$ cat config.mk
export PLATFORM = sky130hd
export DESIGN_NAME = hazard_scoreboard
export DESIGN_NICKNAME = d
export VERILOG_FILES = /design/src/rtl/hazard_scoreboard_pkg.sv /design/src/rtl/hazard_scoreboard_mdu_busy_counter.sv /design/src/rtl/hazard_scoreboard.sv
export SDC_FILE = /design/constraint.sdc
export NUM_CORES = 1
export LEC_CHECK = 0
export CAP_MARGIN = 20
export CORE_AREA = 2 2 70 65
export DETAILED_ROUTE_END_ITERATION = 8
export DIE_AREA = 0 0 72 67
export GPL_ROUTABILITY_DRIVEN = 0
export GPL_TIMING_DRIVEN = 1
export PLACE_DENSITY_LB_ADDON = 0.12
export SETUP_SLACK_MARGIN = 0.15
export SLEW_MARGIN = 20
export SYNTH_ARGS = -nofsm -noshare
export SYNTH_HDL_FRONTEND = slang
export SYNTH_SLANG_ARGS = --single-unit
$ cat constraint.sdc
create_clock -name clk -period 2.6 [get_ports clk]
set_clock_uncertainty 0.05 [all_clocks]
set_input_delay 0.52 -clock clk [delete_from_list [all_inputs] [get_ports clk]]
set_output_delay 0.52 -clock clk [all_outputs]
set_load 0.02 [all_outputs]
$ cat src/rtl/hazard_scoreboard_pkg.sv
// Shared constants and slot types for the P6 producer-side hazard unit.
// Tnew/Tuse are 2-bit cycle counts; MD op codes classify HI/LO instructions.
package hazard_scoreboard_pkg;

    localparam logic [1:0] TUSE_NONE = 2'd3;
    localparam logic [1:0] TNEW_ALU  = 2'd1;
    localparam logic [1:0] TNEW_LOAD = 2'd2;
    localparam logic [1:0] TNEW_LINK = 2'd0;

    typedef enum logic [1:0] {
        MD_NONE = 2'b00,
        MD_MULT = 2'b01,
        MD_DIV  = 2'b10,
        MD_HILO = 2'b11
    } md_op_e;

    typedef struct packed {
        logic [4:0] a3;
        logic [1:0] tnew;
        md_op_e     md_op;
    } e_slot_t;

    typedef struct packed {
        logic [4:0] a3;
        logic [1:0] tnew;
    } m_slot_t;

    function automatic logic [1:0] sat_dec(input logic [1:0] x);
        return (x == 2'd0) ? 2'd0 : x - 2'd1;
    endfunction

endpackage

$ cat src/rtl/hazard_scoreboard_mdu_busy_counter.sv
// Multiply/divide busy countdown: a start loads the count, otherwise it
// counts down to zero and holds. Busy covers the start cycle itself.
module mdu_busy_counter #(
    parameter int unsigned CNT_W = 4
) (
    input  logic             clk,
    input  logic             reset,
    input  logic             start,
    input  logic [CNT_W-1:0] load_val,
    output logic             busy
);

    logic [CNT_W-1:0] count;

    always_ff @(posedge clk or negedge reset) begin
        if (!reset) begin
            count <= '0;
        end else if (start) begin
            count <= load_val;
        end else if (count != '0) begin
            count <= count - 1'b1;
        end
    end

    assign busy = (count != '0) || start;

endmodule

$ cat src/rtl/hazard_scoreboard.sv
// Producer-side hazard unit: tracks A3/Tnew through E, M, W, raises the
// D-stage stall and publishes per-stage destinations and ready flags.
module hazard_scoreboard
    import hazard_scoreboard_pkg::*;
#(
    parameter int unsigned MULT_CYCLES = 5,
    parameter int unsigned DIV_CYCLES  = 10,
    parameter int unsigned CNT_W       = 4
) (
    input  logic       clk,
    input  logic       reset,
    input  logic [4:0] D_A1,
    input  logic [4:0] D_A2,
    input  logic [1:0] D_Tuse_rs,
    input  logic [1:0] D_Tuse_rt,
    input  logic [4:0] D_A3,
    input  logic [1:0] D_Tnew,
    input  logic       D_md_use,
    input  logic [1:0] D_md_op,
    output logic       stall,
    output logic [4:0] E_A3,
    output logic [4:0] M_A3,
    output logic [4:0] W_A3,
    output logic       E_ready,
    output logic       M_ready,
    output logic       mdu_busy
);

    e_slot_t    e_slot;
    m_slot_t    m_slot;
    logic [4:0] w_a3;

    logic             mdu_start;
    logic [CNT_W-1:0] mdu_load;
    logic             stall_rs;
    logic             stall_rt;
    logic             stall_md;

    always_ff @(posedge clk or negedge reset) begin
        if (!reset) begin
            e_slot <= '0;
            m_slot <= '0;
            w_a3   <= '0;
        end else begin
            w_a3        <= m_slot.a3;
            m_slot.a3   <= e_slot.a3;
            m_slot.tnew <= sat_dec(e_slot.tnew);
            if (stall) begin
                e_slot.a3    <= '0;
                e_slot.tnew  <= TNEW_LINK;
                e_slot.md_op <= MD_NONE;
            end else begin
                e_slot.a3    <= D_A3;
                e_slot.tnew  <= D_Tnew;
                e_slot.md_op <= md_op_e'(D_md_op);
            end
        end
    end

    assign mdu_start = (e_slot.md_op == MD_MULT) || (e_slot.md_op == MD_DIV);
    assign mdu_load  = (e_slot.md_op == MD_MULT) ? CNT_W'(MULT_CYCLES) : CNT_W'(DIV_CYCLES);

    mdu_busy_counter #(
        .CNT_W(CNT_W)
    ) u_mdu_busy_counter (
        .clk      (clk),
        .reset    (reset),
        .start    (mdu_start),
        .load_val (mdu_load),
        .busy     (mdu_busy)
    );

    // $0 is excluded up front, so a zero destination in E/M can never match.
    always_comb begin
        stall_rs = 1'b0;
        stall_rt = 1'b0;
        if (D_A1 != 5'd0) begin
            stall_rs = ((D_A1 == e_slot.a3) && (e_slot.tnew > D_Tuse_rs)) ||
                       ((D_A1 == m_slot.a3) && (m_slot.tnew > D_Tuse_rs));
        end
        if (D_A2 != 5'd0) begin
            stall_rt = ((D_A2 == e_slot.a3) && (e_slot.tnew > D_Tuse_rt)) ||
                       ((D_A2 == m_slot.a3) && (m_slot.tnew > D_Tuse_rt));
        end
    end

    assign stall_md = D_md_use && mdu_busy;
    assign stall    = stall_rs | stall_rt | stall_md;

    assign E_A3    = e_slot.a3;
    assign M_A3    = m_slot.a3;
    assign W_A3    = w_a3;
    assign E_ready = (e_slot.tnew == 2'd0);
    assign M_ready = (m_slot.tnew == 2'd0);

endmodule

==> impl_results.md <==
* Status: finished, final reports clean
* Worst r2r src: e_slot[3]$_DFF_PN0_
* CTS tree: built
* Max Clk Rate at 394 MHz
* Final setup viols at 0
* Starting Density at 34.3%
* Detailed Routing Iterations Pass 1 at 3
* First-pass GRT wire length at 5430 um
* VDD IR max at 0.000222 V
* Final Hold Vio Count at 0
* Seq/Total Area, Yosys at 45.0%
* Power Density at 579 nW/um2
* Congestion Overflow GR at 0
* H-tree depth at 1
* Post-synth top area share at 45.0%
* Clock Latency Late Sink at 0.27 ns
* GRT Overall Usage at 14.9%
* Worst hold stages at 0
* Post-Layout Inst Area at 2040 um2
* Synth warn at 0
* Core area at 4050 um2
* Worst setup path class: primary input to output pin
* Boundary Pins at 45
* Clock root cell: clkbuf_8
* Synth Register Bits at 25
* Met3 routed WL at 207 um
* Worst-path clk slew at 0.09 ns
* # diodes at 0
* Met1 Routed Length at 1480 um
* Clk buf depth at 2
* # DRC at 0
* Reg2reg path depth at 9
* Initial antenna violation count at 0
* Wire per inst at 13.3 um
* Lkg Pwr at 0.922 nW
* Final nets at 229
* Detailed Place HPWL at 2590 um
* WHS Endpoint: W_A3[0]$_DFF_PN0_
* R2R Path End: e_slot[2]$_DFF_PN0_
* Dpl ws at -0.718 ns
* Worst-path maximum fanout at 2
* Vias in the first global route at 1,145
* Period utilisation layout at 97.7%
* Syn avg cell area at 9.99 um2
* Drt total wl at 3170 um
* Syn Std Cell Area at 1390 um2
* Clock sink count at 25
* Die W at 72 um
* Hold_ws at 0.434 ns
* Worst min path class: flop to flop
* Data arrival time of the critical path at 1.97 ns
* Slew HR at 79.2%
* R2r setup slk at 0.70 ns
* CTS buffer count at 3
* Highest Signal Layer: met4
* Final-report max-slew violation count at 0
* Drt initial violations at 34
* Largest net degree at the start of global routing at 26
* Hold_sp: M_A3[0]$_DFF_PN0_
* Std cell rows at 22
* Critical Path RT at 2.03 ns
* Final worst slack at 0.0591 ns
* Netlist cell types at 22
* Area growth from synthesis to layout at 47.1%
* Main area contributors after synthesis: dfrtp_1 (45%), ha_1 (9.9%), xnor2_1 (8.2%), xor2_1 (5.7%), buf_4 (5.4%)
* Via Count at 1,116
* Share of layout cells above drive strength 1 at 22.0%
* Detail Route Antenna Nets at 0
* Critical path endpoint category: output pin
* Layout fillers at 371
* Die height at 67 um
* Setup_tns at 0 ns
* Max-Cap Viols at 0
* Critical Path Source Type: primary input
* Via/cell ratio at 4.67
* Min Tclk post-route at 2.54 ns
* Transition time of the tightest slew-check pin at 0.312 ns
* Yosys top cell by area: dfrtp_1
* Port Buf Inserts at 44
* Routed wl met2 at 1470 um
* Post-Syn Instances at 139
* Placed Area at 1910 um2
* Syn_nets at 176
* Die Footprint at 4820 um2
* RSZ-0062 raised after global routing: true
* Hold_buf cts at 0
## metrics by stage
stage               power, mW  util (%)  instances
detailed placement      0.928      47.2        233
global placement        0.911      47.2        233
CTS                      1.20      50.3        238
global route             1.27      50.5        239
finish                   1.18      50.5        239
floorplan               0.754         -        139
## registers in the layout, indices dropped and copies added, names as in the netlist
register                  count
E_A3                          5
M_A3                          5
W_A3                          5
e_slot                        4
u_mdu_busy_counter.count      4
m_slot                        2
## worst max-delay path, cell delays in order
cell	delay, ns
clkdlybuf4s15_1	0.18
or4_4	0.48
o22a_1	0.24
or3b_4	0.41
buf_6	0.14
## how the worst max path moves through the flow
stage	start	endpoint
after floorplan	D_A1[1]	stall
after global placement	D_Tuse_rt[1]	stall
after detailed placement	D_Tuse_rs[1]	stall
after CTS	e_slot[3]$_DFF_PN0_	stall
after global routing	m_slot[1]$_DFF_PN0_	stall
final	D_A2[1]	stall
## power breakdown
| group | internal (mW) | total (mW) | switching (mW) |
|---|---|---|---|
| Clock | 0.112 | 0.246 | 0.134 |
| Sequential | 0.450 | 0.505 | 0.0552 |
| Combinational | 0.223 | 0.432 | 0.209 |
## cell usage in the layout, fill, tap and decap left out, types with 3 or more instances in the layout
master	count
a21oi_1	4
a21oi_2	4
buf_4	17
clkbuf_8	3
clkdlybuf4s15_1	6
clkdlybuf4s50_1	29
dfrtp_1	23
dlygate4sd2_1	5
ha_1	7
ha_4	4
inv_1	10
nand2_1	12
nand4_1	4
nor2_1	5
nor3_1	10
nor4_1	3
xnor2_1	13
xor2_1	9
## kinds of logic (layout without fill, tap and decap cells)
| logic type | after synthesis | in the layout | synth area share, % |
|---|---|---|---|
| compound gates | 12 | 12 | 5.23 |
| xor+xnor | 22 | 22 | 13.9 |
| fa+ha+maj | 11 | 11 | 9.91 |
| buf+inv | 25 | 77 | 10.1 |
| flops | 25 | 25 | 45.0 |
| simple gates | 44 | 44 | 15.9 |
## layout make-up
class	count	area (um2)	share of cell area, %
Multi-Input combinational cell	89	706	34.5
Timing Repair Buffer	61	554	27.1
Sequential cell	25	628	30.7
Tap cell	48	60.1	2.94
Clock inverter	1	8.76	0.429
Inverter	12	45.0	2.20
Clock buffer	3	41.3	2.02
## layer usage
layer | track usage [%] | vias to the layer above
met3 | 3.33 | 2
li1 | - | 562
met1 | 19.6 | 515
met5 | 0 | -
met4 | 3.54 | 0
met2 | 24.8 | 37
## what timing repair did
item | 4_1_cts | 5_1_grt
endpoints found under the setup margin | 1 | 2
buffers inserted | 1 | 1
resized for setup | 50 | 0
pin swaps | 18 | 3
## cells in the mapped netlist
master / n
a211oi_1: 2
xor2_1: 9
nor2b_1: 2
a21oi_1: 8
inv_1: 12
nor2_1: 5
ha_1: 11
xnor2_1: 13
dfrtp_1: 25
or4_1: 2
buf_2: 1
buf_6: 1
nand4_1: 4
nor4_1: 4
nand2_1: 14
o22a_1: 2
and2_1: 1
buf_4: 10
and3_1: 1
or3b_1: 1
nor3_1: 10
clkbuf_1: 1
Note: power is estimated with default switching activity, not from simulation.
